===== config.mk =====
export PLATFORM = sky130hd
export DESIGN_NAME = cpu_boot_ctrl_flat
export DESIGN_NICKNAME = d
export VERILOG_FILES = /design/src/rtl/cpu_ctrl_pkg.sv /design/src/rtl/cpu_boot_ctrl_if.sv /design/src/rtl/cpu_cycle_counter.sv /design/src/rtl/cpu_boot_ctrl.sv /design/src/flat_wrapper.sv
export SDC_FILE = /design/constraint.sdc
export NUM_CORES = 1
export LEC_CHECK = 0
export CORE_MARGIN = 8
export CORE_UTILIZATION = 42
export DETAILED_ROUTE_END_ITERATION = 8
export GPL_TIMING_DRIVEN = 0
export PLACE_DENSITY = 0.74
export SLEW_MARGIN = 20
export SYNTH_ARGS = -nofsm -noshare
export SYNTH_HDL_FRONTEND = slang
export SYNTH_SLANG_ARGS = --single-unit
export TNS_END_PERCENT = 100

===== constraint.sdc =====
create_clock -name clk -period 2.2 [get_ports clk]
set_input_delay 0.44 -clock clk [delete_from_list [all_inputs] [get_ports clk]]
set_output_delay 0.44 -clock clk [all_outputs]
set_load 0.03 [all_outputs]

===== src/rtl/cpu_ctrl_pkg.sv =====
// Shared definitions for the CPU boot/run controller: state encodings and widths.
package cpu_ctrl_pkg;

    // Instruction word width of the 16-bit CPU.
    localparam int unsigned WORD_W = 16;

    // Default number of cycles the PC is held in reset before running.
    localparam int unsigned RST_CYC_DEFAULT = 2;

    // FSM state type and its fixed 3-bit encodings (visible on the state port).
    typedef logic [2:0] boot_state_t;

    localparam boot_state_t StIdle     = 3'd0;
    localparam boot_state_t StLoad     = 3'd1;
    localparam boot_state_t StResetCpu = 3'd2;
    localparam boot_state_t StRun      = 3'd3;
    localparam boot_state_t StDone     = 3'd4;
    localparam boot_state_t StTimeout  = 3'd5;

endpackage


===== src/rtl/cpu_boot_ctrl_if.sv =====
// Host-to-controller program word stream (valid/ready handshake).
interface cpu_boot_ctrl_if;
    import cpu_ctrl_pkg::*;

    logic [WORD_W-1:0] host_data;
    logic              host_valid;
    logic              host_ready;

    // Host side drives words; controller side accepts them.
    modport master (output host_data, output host_valid, input host_ready);
    modport slave  (input host_data, input host_valid, output host_ready);

endinterface


===== src/rtl/cpu_cycle_counter.sv =====
// Saturating RUN-cycle counter with synchronous clear and watchdog compare.
module cpu_cycle_counter #(
    parameter int unsigned CNT_W = 16
) (
    input  logic             clk,
    input  logic             reset_n,
    input  logic             clr_i,
    input  logic             en_i,
    input  logic [CNT_W-1:0] limit_i,
    output logic [CNT_W-1:0] count_o,
    output logic             wdog_hit_o
);

    logic [CNT_W-1:0] count_q, count_d;

    // Next count: clear wins, otherwise increment until all-ones.
    always_comb begin
        count_d = count_q;
        if (clr_i) begin
            count_d = '0;
        end else if (en_i && (count_q != '1)) begin
            count_d = count_q + CNT_W'(1);
        end
    end

    // Counter register.
    always_ff @(posedge clk or negedge reset_n) begin
        if (!reset_n) begin
            count_q <= '0;
        end else begin
            count_q <= count_d;
        end
    end

    assign count_o = count_q;

    // Extra bit keeps a saturated count from aliasing onto a small limit.
    assign wdog_hit_o = (limit_i != '0) &&
                        (({1'b0, count_q} + (CNT_W + 1)'(1)) == {1'b0, limit_i});

endmodule


===== src/rtl/cpu_boot_ctrl.sv =====
// Run controller: loads a program into instruction memory, resets the PC, runs the
// CPU and stops it on halt or watchdog expiry.
module cpu_boot_ctrl
    import cpu_ctrl_pkg::*;
#(
    parameter int unsigned ADDR_W  = 8,
    parameter int unsigned RST_CYC = RST_CYC_DEFAULT,
    parameter int unsigned CNT_W   = 16
) (
    input  logic              clk,
    input  logic              reset_n,
    input  logic              load_start,
    input  logic [ADDR_W:0]   load_len,
    input  logic              run_start,
    input  logic              abort,
    cpu_boot_ctrl_if.slave    host,
    input  logic              cpu_halt,
    input  logic [CNT_W-1:0]  wdog_limit,
    output logic [WORD_W-1:0] instruction_in,
    output logic              load_instruction,
    output logic [ADDR_W-1:0] load_addr,
    output logic              pc_reset,
    output logic              cpu_en,
    output logic [2:0]        state,
    output logic              done,
    output logic              timeout,
    output logic [CNT_W-1:0]  cycle_count
);

    localparam int unsigned       RcW     = (RST_CYC > 1) ? $clog2(RST_CYC) : 1;
    localparam logic [RcW-1:0]    RcLast  = RcW'(RST_CYC - 1);
    localparam logic [ADDR_W:0]   MaxLen  = {1'b1, {ADDR_W{1'b0}}};

    boot_state_t       state_q, state_d;
    logic [ADDR_W:0]   remaining_q, remaining_d;
    logic [ADDR_W-1:0] addr_q, addr_d;
    logic [RcW-1:0]    rst_cnt_q, rst_cnt_d;
    logic [WORD_W-1:0] instruction_in_q, instruction_in_d;
    logic [ADDR_W-1:0] load_addr_q, load_addr_d;
    logic              load_instruction_q, load_instruction_d;
    logic              pc_reset_q, pc_reset_d;
    logic              cpu_en_q, cpu_en_d;
    logic              done_q, done_d;
    logic              timeout_q, timeout_d;

    logic              host_ready_w;
    logic              accept;
    logic              cnt_clr;
    logic              cnt_en;
    logic              wdog_hit;

    assign host_ready_w    = (state_q == StLoad) && (remaining_q != '0);
    assign host.host_ready = host_ready_w;
    assign accept          = host.host_valid && host_ready_w;

    // FSM next state and load datapath.
    always_comb begin
        state_d            = state_q;
        remaining_d        = remaining_q;
        addr_d             = addr_q;
        rst_cnt_d          = rst_cnt_q;
        instruction_in_d   = instruction_in_q;
        load_addr_d        = load_addr_q;
        load_instruction_d = 1'b0;

        if (abort) begin
            state_d = StIdle;
        end else begin
            case (state_q)
                StIdle, StDone, StTimeout: begin
                    if (load_start && (load_len != '0)) begin
                        state_d     = StLoad;
                        remaining_d = (load_len > MaxLen) ? MaxLen : load_len;
                        addr_d      = '0;
                    end else if (run_start) begin
                        state_d   = StResetCpu;
                        rst_cnt_d = '0;
                    end
                end
                StLoad: begin
                    if (accept) begin
                        load_instruction_d = 1'b1;
                        instruction_in_d   = host.host_data;
                        load_addr_d        = addr_q;
                        addr_d             = addr_q + ADDR_W'(1);
                        remaining_d        = remaining_q - (ADDR_W + 1)'(1);
                        if (remaining_q == (ADDR_W + 1)'(1)) begin
                            state_d   = StResetCpu;
                            rst_cnt_d = '0;
                        end
                    end
                end
                StResetCpu: begin
                    if (rst_cnt_q == RcLast) begin
                        state_d = StRun;
                    end else begin
                        rst_cnt_d = rst_cnt_q + RcW'(1);
                    end
                end
                StRun: begin
                    if (cpu_halt) begin
                        state_d = StDone;
                    end else if (wdog_hit) begin
                        state_d = StTimeout;
                    end
                end
                default: state_d = StIdle;
            endcase
        end
    end

    // Registered control/status outputs follow the state being entered.
    always_comb begin
        pc_reset_d = (state_d == StIdle) || (state_d == StLoad) || (state_d == StResetCpu);
        cpu_en_d   = (state_d == StRun);
        done_d     = (state_d == StDone);
        timeout_d  = (state_d == StTimeout);
        cnt_clr    = (state_d == StResetCpu) && (state_q != StResetCpu);
        cnt_en     = (state_q == StRun);
    end

    // State and output registers.
    always_ff @(posedge clk or negedge reset_n) begin
        if (!reset_n) begin
            state_q            <= StIdle;
            remaining_q        <= '0;
            addr_q             <= '0;
            rst_cnt_q          <= '0;
            instruction_in_q   <= '0;
            load_addr_q        <= '0;
            load_instruction_q <= 1'b0;
            pc_reset_q         <= 1'b1;
            cpu_en_q           <= 1'b0;
            done_q             <= 1'b0;
            timeout_q          <= 1'b0;
        end else begin
            state_q            <= state_d;
            remaining_q        <= remaining_d;
            addr_q             <= addr_d;
            rst_cnt_q          <= rst_cnt_d;
            instruction_in_q   <= instruction_in_d;
            load_addr_q        <= load_addr_d;
            load_instruction_q <= load_instruction_d;
            pc_reset_q         <= pc_reset_d;
            cpu_en_q           <= cpu_en_d;
            done_q             <= done_d;
            timeout_q          <= timeout_d;
        end
    end

    cpu_cycle_counter #(
        .CNT_W (CNT_W)
    ) u_cycle_counter (
        .clk        (clk),
        .reset_n    (reset_n),
        .clr_i      (cnt_clr),
        .en_i       (cnt_en),
        .limit_i    (wdog_limit),
        .count_o    (cycle_count),
        .wdog_hit_o (wdog_hit)
    );

    assign state            = state_q;
    assign instruction_in   = instruction_in_q;
    assign load_instruction = load_instruction_q;
    assign load_addr        = load_addr_q;
    assign pc_reset         = pc_reset_q;
    assign cpu_en           = cpu_en_q;
    assign done             = done_q;
    assign timeout          = timeout_q;

endmodule


===== src/flat_wrapper.sv =====
// flat-port wrapper written by rule: the top's interface ports become plain ports
module cpu_boot_ctrl_flat import cpu_ctrl_pkg::*;
#(
    parameter int unsigned ADDR_W  = 8,
    parameter int unsigned RST_CYC = RST_CYC_DEFAULT,
    parameter int unsigned CNT_W   = 16
)
  (clk, reset_n, load_start, load_len, run_start, abort, cpu_halt, wdog_limit, instruction_in, load_instruction, load_addr, pc_reset, cpu_en, state, done, timeout, cycle_count, host_host_data, host_host_valid, host_host_ready);
  cpu_boot_ctrl_if host_i ();
  input  logic clk;
  input  logic reset_n;
  input  logic load_start;
  input  logic [ADDR_W:0] load_len;
  input  logic run_start;
  input  logic abort;
  input  logic cpu_halt;
  input  logic [CNT_W-1:0] wdog_limit;
  output logic [WORD_W-1:0] instruction_in;
  output logic load_instruction;
  output logic [ADDR_W-1:0] load_addr;
  output logic pc_reset;
  output logic cpu_en;
  output logic [2:0] state;
  output logic done;
  output logic timeout;
  output logic [CNT_W-1:0] cycle_count;
  input wire logic [$bits(host_i.host_data)-1:0] host_host_data;
  input wire logic [$bits(host_i.host_valid)-1:0] host_host_valid;
  output wire logic [$bits(host_i.host_ready)-1:0] host_host_ready;
  assign host_i.host_data = host_host_data;
  assign host_i.host_valid = host_host_valid;
  assign host_host_ready = host_i.host_ready;
  cpu_boot_ctrl #(.ADDR_W(ADDR_W), .RST_CYC(RST_CYC), .CNT_W(CNT_W)) u_core (.clk(clk), .reset_n(reset_n), .load_start(load_start), .load_len(load_len), .run_start(run_start), .abort(abort), .host(host_i), .cpu_halt(cpu_halt), .wdog_limit(wdog_limit), .instruction_in(instruction_in), .load_instruction(load_instruction), .load_addr(load_addr), .pc_reset(pc_reset), .cpu_en(cpu_en), .state(state), .done(done), .timeout(timeout), .cycle_count(cycle_count));
endmodule

Word-level counts from Yosys, hierarchy flattened
Cells that the tools add are included.

Bits in registers: 66. Input port bits: 48. Output and inout bits: 49. Word-level logic and storage cells: 85.

Add/subtract/negate cells: 5. $lt $le $gt $ge: 1. Equal/unequal tests: 19. Mux-type cells: 27. Bitwise operators: 1. Reduce and logical (&&, ||, !) cells: 20.

Operators by type and width (number): $mux 16 (2); $mux 9 (3); $mux 3 (8); $pmux 9 s2 (1); $reduce_bool 9->1 (2); $add 16x1->17 const B (1); $eq 17x16->1 (1); $add 16x1->16 const B (1); $mux 8 (2); $ne 16x16->1 const B (1); $pmux 8 s2 (1); $reduce_bool 16->1 (1); $eq 3x2->1 const B (4); $eq 3x3->1 const B (4); $pmux 3 s4 (1); $eq 9x1->1 const B (1); $gt 9x9->1 const B (1); $sub 9x1->9 const B (1); $add 8x1->8 const B (1); $mux 1 (8); $eq 3x1->1 const B (2); $logic_and 1x1->1 (6); $logic_not 3->1 (2); $ne 2x2->1 const B (3); other kinds (12) (15).

Longest topological paths before layout
Word-level depth: 10. Mapped depth: 11. Mapped depth without buffers: 11.

Cells and area by module
Synthesis repeated with hierarchy kept, for this count alone.

Cells, all modules: 385. Area, all modules: 3985.1 um^2.

By module, submodules not included: cpu_boot_ctrl (instances 1, cells an instance 226, area each 2572.5 um^2, sequential area each 1252.5 um^2); cpu_cycle_counter (instances 1, cells an instance 159, area each 1412.6 um^2, sequential area each 400.4 um^2).

Worst setup path after synthesis
Ideal clock, no wire load.

Path type: register to register. Start point: register u_core.state_q[1] (netlist: u_core.state[1]). End point: register u_core.addr_q[5]. Library setup time: 130 ps. Arrival: 2402 ps. Data required time: 2070 ps. Slack: -332 ps. Cell stages (with the launch flop): 10. Path buffers: 0. Period minus slack after synthesis: 2532 ps. Path through: dfrtp_1 -> or3b_1 -> a31oi_1 -> nand3b_1 -> inv_1 -> nor2_1 -> nor2_1 -> nand3_1 -> xor2_1 -> nor2_1.

Longest elaborated chain between the ends: 5. Elaborated cells on any way between the ends: 12. Those cells by class: 5 x eq/ne; 1 x mux; 6 x reduce/logical.

RTL lines: start: declaration (RTL line cpu_boot_ctrl.sv:34) `boot_state_t state_q, state_d;`; start signal: assignment (RTL line cpu_boot_ctrl.sv:125) `state_q <= StIdle;`; start signal: assignment (RTL line cpu_boot_ctrl.sv:137) `state_q <= state_d;`; $eq 3x1->1 (RTL line cpu_boot_ctrl.sv:52) `assign host_ready_w = (state_q == StLoad) && (remaining_q != '0);`; $logic_and 1x1->1 (RTL line cpu_boot_ctrl.sv:52); via host_host_ready (RTL line flat_wrapper.sv:29) `output wire logic [$bits(host_i.host_ready)-1:0] host_host_ready;`; $logic_and 1x1->1 (RTL line cpu_boot_ctrl.sv:54) `assign accept = host.host_valid && host_ready_w;`; $ne 2x1->1 (no line); $reduce_and 4->1 (no line); end signal: assignment (RTL line cpu_boot_ctrl.sv:139) `addr_q <= addr_d;`; end: declaration (RTL line cpu_boot_ctrl.sv:36) `logic [ADDR_W-1:0] addr_q, addr_d;`.

The timed path passes the listed nets, and every way through them passes these cells. A chain may end at the register's enable or synchronous reset.

Worst setup path after layout
Start point: register u_core.u_cycle_counter.count_q[1] (netlist: u_core.u_cycle_counter.count_o[1]). End point: register u_core.pc_reset_q (netlist: u_core.pc_reset).

Longest elaborated chain between the ends: 10. Elaborated cells on any way between the ends: 12. Those cells by class: 1 x add/sub; 3 x eq/ne; 4 x mux; 4 x reduce/logical.

RTL lines: start: declaration (RTL line cpu_cycle_counter.sv:14) `logic [CNT_W-1:0] count_q, count_d;`; start signal: assignment (RTL line cpu_cycle_counter.sv:31) `count_q <= count_d;`; $add 16x1->17 * (RTL line cpu_cycle_counter.sv:39) `(({1'b0, count_q} + (CNT_W + 1)'(1)) == {1'b0, limit_i});`; $eq 17x16->1 * (RTL line cpu_cycle_counter.sv:39); $logic_and 1x1->1 * (RTL line cpu_cycle_counter.sv:38) `assign wdog_hit_o = (limit_i != '0) &&`; $mux 3 * (RTL line cpu_boot_ctrl.sv:103) `end else if (wdog_hit) begin`; $mux 3 * (RTL line cpu_boot_ctrl.sv:101) `if (cpu_halt) begin`; $pmux 3 s4 * (RTL line cpu_boot_ctrl.sv:69) `case (state_q)`; $mux 3 * (RTL line cpu_boot_ctrl.sv:66) `if (abort) begin`; $eq 3x1->1 or $logic_not 3->1 (tied branches) (RTL line cpu_boot_ctrl.sv:114) `pc_reset_d = (state_d == StIdle) || (state_d == StLoad) || (state_d == StResetCpu);`; $logic_or 1x1->1 (RTL line cpu_boot_ctrl.sv:114); $logic_or 1x1->1 * (RTL line cpu_boot_ctrl.sv:114); via u_core.pc_reset_d (RTL line cpu_boot_ctrl.sv:41) `logic pc_reset_q, pc_reset_d;`; end signal: assignment (RTL line cpu_boot_ctrl.sv:144) `pc_reset_q <= pc_reset_d;`; end: declaration (RTL line cpu_boot_ctrl.sv:41).

The timed path passes the listed nets; every way through them passes the cells marked *.

==> results.json <==
{
  "status": "finished, violations left",
  "violations": "negative setup slack",
  "ys_types": 57,
  "multiInputGateArea_sq_um": 2040,
  "core_sq_um": 8510,
  "worst-path-max-fanout": 5,
  "fill_cells": 715,
  "grt_pass1_wl_microns": 17200,
  "top_layer": "met4",
  "crit_path_end_kind": "flip-flop",
  "detail-route-antenna-nets": 0,
  "critical_path.startpoint_type": "flip-flop",
  "vias": 3546,
  "worstSetupPathType": "flip-flop to flip-flop",
  "tns_ns": -1.20,
  "drcViolationCount": 0,
  "arrival_ns": 2.60,
  "fin_skew_ns": 0.0119,
  "clock_tree.root_cell": "clkbuf_8",
  "ys_top_cells_by_area": "dfrtp_1, nand2_1, nor2_1, xnor2_1, xor2_1",
  "worst_pin_slew_ns": 0.489,
  "period_minus_slack_ns": 2.33,
  "clk_pin_slew_worst_paths_ns": 0.08,
  "switching_share": 0.378,
  "slew_headroom": 0.671,
  "slew_viol_final": 0,
  "grt_pass1_vias": 3567,
  "cts.path.max_buffers": 2,
  "syn_area_sq_um": 3610,
  "hpwl_microns": 7490,
  "fin_cells": 660,
  "fmaxAchievable_ghz": 0.430,
  "grt_max_degree": 47,
  "grt_usage": 0.181,
  "leakage_nw": 2.35,
  "yosysMostFrequentCell": "nand2_1",
  "r2r-end": "u_core.pc_reset$_DFF_PN1_",
  "reg2regPathDepth": 10,
  "synth_area_leader_cell": "dfrtp_1",
  "area_growth_pct": 48.4,
  "antenna_found_initial": 0,
  "power.density_nw_per_um2": 815,
  "io_pins": 97,
  "clk_latency_ns": 0.34,
  "n_antenna_cell": 0,
  "syn_inst": 413,
  "portBuffers": 96,
  "synth.top_cells.by_count": "nand2_1, dfrtp_1, nor2_1",
  "startpoint": "u_core.u_cycle_counter.count_o[1]$_DFFE_PN0P_",
  "nNetsFinal": 599,
  "setup_ws_ns": -0.127,
  "clock_sink_count": 66,
  "drtIter0Drc": 250,
  "synth_ff_type": "dfrtp_1",
  "dp_slack_ns": -0.707,
  "cp-endpoint": "u_core.pc_reset$_DFF_PN1_",
  "finalCritPeriodShare": 1.06,
  "async_reset_ff_frac": 1.00,
  "yosysSeqAreaShare": 0.458,
  "grt_setup_unrepaired": "true",
  "p_int_mw": 2.71,
  "wl_met2_microns": 5330,
  "max-cap-violations": 0,
  "p_switching_mw": 1.65,
  "hold_violations": 0,
  "synth_top_area_share": 0.451,
  "synth_edf_count": 0,
  "grt_overflow": 0,
  "setup_viol": 22,
  "wl_microns": 10800,
  "gp_congestion": 0.914,
  "rrSetupSlack_ns": -0.13,
  "numCtsBuffers": 9,
  "post_drt_wl_per_cell_microns": 16.3,
  "die_y_microns": 109,
  "holdCritPathClass": "flip-flop to flip-flop",
  "seqPwrFrac": 0.386,
  "vias_per_cell": 5.37,
  "wl_met1_microns": 4440,
  "layout-drive-gt1-share": 0.210,
  "cts_tree": "built",
  "die_x_microns": 109,
  "hold_ws_ns": 0.477,
  "htreeDepth": 3,
  "irDropWorstVdd_uv": 468,
  "dp.cells": 618,
  "rows": 34,
  "r2r_start": "u_core.u_cycle_counter.count_o[1]$_DFFE_PN0P_",
  "power_frac_comb": 0.380,
  "syn_nets": 465,
  "final_cell_area_sq_um": 5360,
  "wl_met3_microns": 811,
  "initial_core_util": 0.424,
  "regArea_sq_um": 1680,
  "clockPowerShare": 0.233,
  "dieArea_sq_um": 11800,
  "ys_seq_elements": 66,
  "avgSynthCellArea_sq_um": 8.74,
  "placed_cell_area_sq_um": 4780,
  "required_ns": 2.47,
  "firstDrtPassIters": 5,
  "synth_warnings": 0
}
timing repair:
action,CTS,global route
endpoints found under the hold margin,13,0
hold buffers,1,0
pin swaps,13,8
gates cloned,1,0
endpoints found under the setup margin,58,56
setup buffers,21,5
resized for setup,46,18
logic make-up after synthesis:
| kind of cell | share of synthesized area |
|---|---|
| adder cells (fa/ha/maj) | 0.0139 |
| flip-flops | 0.458 |
| buffers and inverters | 0.0291 |
| multiplexers | 0.00589 |
| AND/OR/NAND/NOR | 0.305 |
| XOR/XNOR | 0.0825 |
| AO/OA/AOI/OAI | 0.106 |
registers in the layout (all words and copies together), names as in the netlist, 3 cells and up:
register,count
u_core.load_addr,8
u_core.instruction_in,16
u_core.remaining_q,9
u_core.state,3
u_core.addr_q,8
u_core.u_cycle_counter.count_o,16
power by group through the flow:
stage / Sequential (mW) / Combinational, mW / Clock (mW)
6_report: 1.69 / 1.66 / 1.02
5_1_grt: 1.72 / 1.79 / 1.09
4_1_cts: 1.67 / 1.63 / 1.04
3_5_place_dp: 1.70 / 1.50 / 0
3_3_place_gp: 1.69 / 1.46 / 0
2_1_floorplan: 1.99 / 0.559 / 0
worst min path at each step:
stage,from,endpoint,slack (ns),cells past startpoint
global placement,u_core.load_addr[6]$_DFFE_PN0P_,u_core.load_addr[6]$_DFFE_PN0P_,0.46,2
finish,u_core.load_addr[2]$_DFFE_PN0P_,u_core.load_addr[2]$_DFFE_PN0P_,0.48,2
floorplan,reset_n,u_core.addr_q[0]$_DFFE_PN0P_,0.14,0
detailed placement,reset_n,u_core.state[2]$_DFF_PN0_,0.36,1
global route,u_core.instruction_in[7]$_DFFE_PN0P_,u_core.instruction_in[7]$_DFFE_PN0P_,0.50,2
CTS,u_core.load_addr[6]$_DFFE_PN0P_,u_core.load_addr[6]$_DFFE_PN0P_,0.48,2
metrics by stage:
stage | power, mW | util
3_5_place_dp | 3.20 | 0.562
2_1_floorplan | 2.55 | -
6_report | 4.36 | 0.630
3_3_place_gp | 3.15 | 0.559
5_1_grt | 4.60 | 0.630
4_1_cts | 4.34 | 0.619
cell usage in the layout, fill, tap and decap left out, types with 10 or more instances in the layout:
cell type | netlist | routed
nor3_1 | 14 | 12
dfrtp_1 | 65 | 47
nand2_1 | 98 | 97
nand3_1 | 18 | 17
xnor2_1 | 18 | 18
xor2_1 | 16 | 16
a21oi_1 | 18 | 16
dfrtp_2 | 0 | 18
clkdlybuf4s50_1 | 0 | 90
clkbuf_8 | 1 | 10
buf_4 | 2 | 26
nor2_1 | 42 | 37
inv_1 | 10 | 10
o21ai_0 | 18 | 16
layout make-up:
type,instances,share of cell area
Buffer,11,0.0149
Clock buffer,10,0.0238
Multi-Input combinational cell,324,0.381
Clock inverter,6,0.0124
Timing Repair Buffer,125,0.223
Tap cell,108,0.0252
Sequential cell,66,0.313
Inverter,10,0.00701
critical path: stages, from the launching register on:
cell      delay, ns
dfrtp_2        0.40
ha_4           0.16
nand4_4        0.11
nor4_4         0.27
xor2_1         0.22
mux2i_1        0.24
nand2_1        0.12
nor4_4         0.25
buf_4          0.19
o311ai_4       0.11
a21boi_2       0.19
routing by layer:
layer | up-vias | track usage
met5 | - | 0
met4 | 0 | 0.0567
met3 | 26 | 0.0538
met2 | 136 | 0.307
met1 | 1694 | 0.216
li1 | 1690 | -
No activity file was read; power rests on OpenSTA's default activity.
